**config.mk**
```make
export PLATFORM = sky130hd
export DESIGN_NAME = mlp_param_loader
export DESIGN_NICKNAME = d
export VERILOG_FILES = /design/src/rtl/bnn_pkg.sv /design/src/rtl/mlp_param_loader.sv
export SDC_FILE = /design/constraint.sdc
export NUM_CORES = 2
export LEC_CHECK = 0
export BUFFER_PORTS_ARGS = -buffer_cell sky130_fd_sc_hd__buf_2
export CORE_MARGIN = 3
export CORE_UTILIZATION = 25
export DETAILED_ROUTE_END_ITERATION = 8
export PLACE_DENSITY = 0.46
export SLEW_MARGIN = 15
export SYNTH_ARGS = -nofsm -noshare
export SYNTH_HDL_FRONTEND = slang
export SYNTH_SLANG_ARGS = --single-unit
```
**constraint.sdc**
```tcl
create_clock -name clk -period 55.5 [get_ports clk]
set_input_delay 2.775 -clock clk [delete_from_list [all_inputs] [get_ports clk]]
set_output_delay 2.775 -clock clk [all_outputs]
set_load 0.02 [all_outputs]
```
**src/rtl/bnn_pkg.sv**
```systemverilog
// ============================================================================
// bnn_pkg : types and helpers shared by the BNN/MLP blocks
// Rev 1.0 : initial release
// ============================================================================
`default_nettype none

package bnn_pkg;

  typedef enum logic [1:0] {
    LOAD_W = 2'd0,
    LOAD_T = 2'd1,
    COMMIT = 2'd2,
    DRAIN  = 2'd3
  } loader_state_e;

  // Number of bus words needed to carry the full weight matrix.
  function automatic int calc_w_words(input int num_neurons,
                                      input int input_size,
                                      input int bus_width);
    return (num_neurons * input_size + bus_width - 1) / bus_width;
  endfunction

endpackage

`default_nettype wire

```
**src/rtl/mlp_param_loader.sv**
```systemverilog
// ============================================================================
// mlp_param_loader : streams an MLP layer's weights and thresholds into
//                    shadow registers and commits complete frames atomically
// Rev 1.0 : initial release
// ============================================================================
`default_nettype none

module mlp_param_loader
  import bnn_pkg::*;
#(
  parameter int INPUT_SIZE      = 64,
  parameter int NUM_NEURONS     = 10,
  parameter int THRESHOLD_WIDTH = $clog2(INPUT_SIZE + 1),
  parameter int BUS_WIDTH       = 8
) (
  input  logic                                   clk,
  input  logic                                   rst,
  input  logic                                   s_valid,
  output logic                                   s_ready,
  input  logic [BUS_WIDTH-1:0]                   s_data,
  input  logic                                   s_last,
  output logic [NUM_NEURONS*INPUT_SIZE-1:0]      weights,
  output logic [NUM_NEURONS*THRESHOLD_WIDTH-1:0] thresholds,
  output logic                                   params_valid,
  output logic                                   load_error
);

  localparam int c_w_words = calc_w_words(NUM_NEURONS, INPUT_SIZE, BUS_WIDTH);
  localparam int c_frame   = c_w_words + NUM_NEURONS;
  localparam int c_cnt_w   = (c_frame > 1) ? $clog2(c_frame) : 1;
  localparam int c_total_w = NUM_NEURONS * INPUT_SIZE;

  generate
    if (THRESHOLD_WIDTH > BUS_WIDTH) begin : g_width_check
      $error("mlp_param_loader: THRESHOLD_WIDTH must not exceed BUS_WIDTH");
    end
  endgenerate

  loader_state_e                          r_state, w_next_state;
  logic [c_cnt_w-1:0]                     r_cnt, w_cnt_next;
  logic                                   w_accept;
  logic                                   w_err;
  logic                                   r_commit_q;
  logic [c_total_w-1:0]                   r_shadow_w;
  logic [NUM_NEURONS*THRESHOLD_WIDTH-1:0] r_shadow_t;

  assign s_ready  = (r_state != COMMIT) && !rst;
  assign w_accept = s_valid && s_ready;

  always_ff @(posedge clk or posedge rst) begin
    if (rst) begin
      r_state <= LOAD_W;
      r_cnt   <= '0;
    end else begin
      r_state <= w_next_state;
      r_cnt   <= w_cnt_next;
    end
  end

  always_comb begin
    w_next_state = r_state;
    w_cnt_next   = r_cnt;
    w_err        = 1'b0;
    case (r_state)
      LOAD_W: begin
        if (w_accept) begin
          if (s_last) begin
            w_err      = 1'b1;
            w_cnt_next = '0;
          end else begin
            w_cnt_next = r_cnt + 1'b1;
            if (r_cnt == c_cnt_w'(c_w_words - 1)) w_next_state = LOAD_T;
          end
        end
      end
      LOAD_T: begin
        if (w_accept) begin
          w_cnt_next = '0;
          if (r_cnt == c_cnt_w'(c_frame - 1)) begin
            if (s_last) begin
              w_next_state = COMMIT;
            end else begin
              w_err        = 1'b1;
              w_next_state = DRAIN;
            end
          end else if (s_last) begin
            w_err        = 1'b1;
            w_next_state = LOAD_W;
          end else begin
            w_cnt_next = r_cnt + 1'b1;
          end
        end
      end
      COMMIT: w_next_state = LOAD_W;
      DRAIN: begin
        if (w_accept && s_last) w_next_state = LOAD_W;
      end
      default: begin
        w_next_state = LOAD_W;
        w_cnt_next   = '0;
      end
    endcase
  end

  // Shadow capture; bits past the end of the matrix in the last weight word never match a bit index.
  always_ff @(posedge clk or posedge rst) begin
    if (rst) begin
      r_shadow_w <= '0;
      r_shadow_t <= '0;
    end else if (w_accept) begin
      if (r_state == LOAD_W) begin
        for (int b = 0; b < c_total_w; b++) begin
          if (r_cnt == c_cnt_w'(b / BUS_WIDTH)) r_shadow_w[b] <= s_data[b % BUS_WIDTH];
        end
      end else if (r_state == LOAD_T) begin
        for (int n = 0; n < NUM_NEURONS; n++) begin
          if (r_cnt == c_cnt_w'(c_w_words + n))
            r_shadow_t[n*THRESHOLD_WIDTH +: THRESHOLD_WIDTH] <= s_data[THRESHOLD_WIDTH-1:0];
        end
      end
    end
  end

  // The commit strobe is registered, so the active set moves on the edge that ends COMMIT + 1.
  always_ff @(posedge clk or posedge rst) begin
    if (rst) begin
      r_commit_q   <= 1'b0;
      weights      <= '0;
      thresholds   <= '0;
      params_valid <= 1'b0;
      load_error   <= 1'b0;
    end else begin
      r_commit_q <= (r_state == COMMIT);
      load_error <= w_err;
      if (r_commit_q) begin
        weights      <= r_shadow_w;
        thresholds   <= r_shadow_t;
        params_valid <= 1'b1;
      end
    end
  end

endmodule

`default_nettype wire

```
==> Implementation_results.wiki <==
{| class="wikitable"
! Metric !! Value
|-
| Biggest fanout along the worst timing path || between 150 and 200
|-
| Placer congestion estimate || 0.7178
|-
| Pin slew with the least headroom to its limit || between 1000 and 1500 ps
|-
| Number of warnings issued by yosys || 0
|-
| Pin count of the biggest net entering global routing || 172
|-
| Fraction of the yosys area taken by sequential cells || 65.90%
|-
| Root buffer cell || sky130_fd_sc_hd__clkbuf_16
|-
| Req. time, crit path || approximately 56000 ps
|-
| Number of vias after detailed routing || 30060
|-
| Gr usage total || between 10% and 20%
|-
| Wire length of the first global-routing pass || around 240 mm
|-
| Post-CTS resize count || 0
|-
| Gate count of the mapped netlist || approximately 3200
|-
| Data arrival time of the critical path || 7520 ps
|-
| Number of H-tree levels || 4
|-
| Max-slew violation total from the final report || 0
|-
| CTS Hold Buffers Added || 0
|-
| Total overflow reported by the global router || 0
|-
| Final setup violation count || 0
|-
| Detailed placer's ending HPWL || around 110 mm
|-
| Vias in the first global route || 31950
|-
| Post-detailed-route DRC marker count || 0
|-
| Fill cells || around 21000
|-
| Max Freq || about 150 MHz
|-
| Initial cell density of the core || between 20% and 30%
|-
| Setup repair after global routing missed its margin || no
|-
| Fin cells || 6953
|-
| Worst IR Drop VDD || approximately 0.029 mV
|-
| Pwr dens || roughly 34 mW/mm^2
|-
| Hold depth || 1
|-
| Die footprint || about 0.22 mm^2
|-
| Most frequent CP cell || sky130_fd_sc_hd__buf_4
|-
| Clock Latency Late Sink || approximately 800 ps
|-
| Final core utilization || around 31%
|-
| Port Buffers || roughly 720
|-
| First drt pass iteration count || 5
|-
| CORE AREA || around 0.22 mm^2
|-
| Number of buffers added by the clock tree synthesis step || about 170
|-
| Die X || between 400 and 500 um
|-
| Slew margin rel. || ~19%
|-
| DP Cell Count || 6640
|-
| Cell Chain, Critical Path || buf_2 -> inv_8 -> buf_12 -> buf_4 -> buf_4 -> buf_4 -> buf_4
|-
| Max-cap check violation count || 0
|-
| Number of different library cells in the post-synthesis netlist || 41
|-
| Depth of the most critical reg-to-reg path || 4
|-
| 1st-iter DRT viols || around 1400
|-
| Routed wire length per instance || between 20 and 25 um
|-
| Final cycle utilization of the critical path || around 12%
|-
| Peak per-stage delay on the critical path || slightly below 900 ps
|-
| Top Ports || between 700 and 800
|-
| Via density per instance || 4.324
|-
| Hold Path Class || reg2reg
|-
| Cell with the biggest individual delay on the critical path || sky130_fd_sc_hd__buf_4
|-
| Layout-stage area growth over the synthesis result || 22.93%
|-
| TNS Setup || 0 ps
|-
| Fraction of layout instances using a drive strength above 1 || between 50% and 60%
|-
| Flip-flop and latch count after synthesis || around 1400
|-
| Post-Route Skew || approximately 35 ps
|-
| Netlist area before placement || 0.05438 mm^2
|-
| Antenna Nets Post-Route || 0
|-
| Wirelength, routed || 169.8 mm
|-
| Classification of the worst setup path || in2async
|-
| Initial antenna violation count || 22
|-
| Crit. End Element || async pin
|-
| Final net count || 3988
|-
| Post-CTS Setup Bufs || 0
|-
| Buffer depth of the longest clock path || 3
|-
| Syn Area/Cell || approximately 17 um^2
|-
| Clock slew at the register clock pins of the worst setup and hold paths || roughly 60 ps
|-
| Number of rows created at floorplan || 170
|-
| Clock sink count || 1432
|-
| CTS tree || yes
|-
| Outcome || finished, final reports clean
|-
| Worst setup SP type || primary input
|-
| Pleak || 35.20 nW
|-
| Minimum clock period after layout || 6733 ps
|-
| Number of endpoints with negative hold slack in the final report || 0
|-
| Die Height || approximately 470 um
|-
| Synthesized Nets || about 3200
|}
==> cell usage in the layout (no fill, tap or decap), drive strengths merged, types with 4 or more instances in the layout <==
cell type / n
inv: 17
or3b: 4
dfrtp: 1432
nor3b: 12
buf: 779
o21ai: 6
nand3b: 10
mux2: 1420
nand2: 5
nor3: 57
or3: 14
bufinv: 9
diode: 9
a22oi: 4
clkinv: 27
ha: 5
clkinvlp: 5
nand3: 27
clkbuf: 250
==> per-stage QoR <==
step / setup slack (ps) / instance area (um^2) / hold slack (ps) / power [W]
2_1_floorplan: 12200 / 54380 / 458.5 / 0.001163
3_3_place_gp: 47600 / 61240 / 449.6 / 0.001191
3_5_place_dp: 47500 / 61240 / 457.6 / 0.001194
4_1_cts: 48440 / 66830 / 474.0 / 0.002327
5_1_grt: 47870 / 66840 / 486.5 / 0.002381
6_report: 48770 / 66850 / 470.3 / 0.002282
==> cell type report <==
cell class	instances	area (um^2)	share of cell area, %
Clock inverter	54	673.1	1.007
Timing Repair Buffer	779	4123	6.167
Inverter	4	22.52	0.03369
Multi-Input combinational cell	1587	17710	26.49
Antenna cell	9	22.52	0.03369
Clock buffer	250	4913	7.350
Sequential cell	1432	35840	53.61
Tap cell	2838	3551	5.312
==> report_power, final <==
group / switching, W / internal [W]
sequential: 0.0000162 / 0.00108
clock: 0.000453 / 0.000657
combinational: 0.0000535 / 0.0000263
total: 0.000523 / 0.00176
==> metal layers <==
layer | part of all wire (%) | up-vias | track usage [%]
met4 | 2.6 | 0 | 4.434
met3 | 8.0 | 211 | 5.338
li1 | - | 13000 | -
met5 | 0 | - | 0
met1 | 44 | 16080 | 19.97
met2 | 45 | 775 | 23.09
==> sequential cells by signal, indices dropped and copies added (netlist names) <==
name          cells
load_error        1
params_valid      1
r_cnt             7
r_commit_q        1
r_shadow_t       70
r_shadow_w      640
r_state           2
thresholds       70
weights         640
==> worst max-delay path: cells and delay by family <==
family,cells,cell delay (ps)
buffers and inverters,7,4560
==> synthesized netlist by cell type <==
cell type,count,share of area [%]
sky130_fd_sc_hd__nand2b_1,1,0.012
sky130_fd_sc_hd__or4b_4,1,0.025
sky130_fd_sc_hd__o21ai_0,5,0.046
sky130_fd_sc_hd__nor3b_2,4,0.092
sky130_fd_sc_hd__xnor2_1,1,0.016
sky130_fd_sc_hd__and3b_1,1,0.016
sky130_fd_sc_hd__a21boi_0,1,0.014
sky130_fd_sc_hd__dfrtp_1,1432,66
sky130_fd_sc_hd__a22oi_1,4,0.055
sky130_fd_sc_hd__clkbuf_1,167,1.2
sky130_fd_sc_hd__mux2_2,1332,28
sky130_fd_sc_hd__inv_1,4,0.028
sky130_fd_sc_hd__buf_2,14,0.13
sky130_fd_sc_hd__or4_1,3,0.041
sky130_fd_sc_hd__nor3_1,1,0.0092
sky130_fd_sc_hd__buf_12,2,0.074
sky130_fd_sc_hd__o22ai_1,1,0.012
sky130_fd_sc_hd__nand3b_1,10,0.14
sky130_fd_sc_hd__nand2_1,5,0.035
sky130_fd_sc_hd__mux2_4,16,0.44
sky130_fd_sc_hd__mux2_1,72,1.5
sky130_fd_sc_hd__o311ai_0,1,0.016
sky130_fd_sc_hd__nor2_1,3,0.021
sky130_fd_sc_hd__or3b_2,4,0.064
sky130_fd_sc_hd__nor4bb_1,1,0.018
sky130_fd_sc_hd__o21ai_1,1,0.0092
sky130_fd_sc_hd__or2_2,1,0.012
sky130_fd_sc_hd__a211oi_1,1,0.014
sky130_fd_sc_hd__nor2b_1,2,0.023
sky130_fd_sc_hd__buf_6,6,0.12
sky130_fd_sc_hd__nor4b_1,1,0.016
sky130_fd_sc_hd__a21oi_1,1,0.0092
sky130_fd_sc_hd__ha_1,5,0.12
sky130_fd_sc_hd__o31ai_1,2,0.028
sky130_fd_sc_hd__or3_1,14,0.16
sky130_fd_sc_hd__nor3_2,6,0.11
sky130_fd_sc_hd__nor3_4,50,1.5
sky130_fd_sc_hd__nand3_1,27,0.25
sky130_fd_sc_hd__nand4b_1,1,0.016
sky130_fd_sc_hd__buf_1,12,0.083
sky130_fd_sc_hd__nor3b_1,8,0.11
==> cell families (layout without fill, tap and decap cells) <==
group,count (synthesis),count (layout),share of synthesized area (%)
and+or+nand+nor,144,144,2.664
adders and majority gates,5,5,0.1150
buffers and inverters,205,1087,1.590
muxes,1420,1420,29.52
AOI/OAI and AO/OA,17,17,0.2025
xor gates and xnor gates,1,1,0.01611
other,0,9,0
DFF,1432,1432,65.90
==> final timing paths <==
path	slack, ps	start	to
max in group clk	49420	rst	s_ready
max	48770	rst	weights[52]$_DFFE_PP0P_
min reg2reg	470	params_valid$_DFFE_PP0P_	params_valid$_DFFE_PP0P_
min in group asynchronous	2200	rst	weights[357]$_DFFE_PP0P_
max reg2reg	51480	r_commit_q$_DFF_PP0_	weights[20]$_DFFE_PP0P_
min	470	params_valid$_DFFE_PP0P_	params_valid$_DFFE_PP0P_
(Power assumes the default switching activity.)
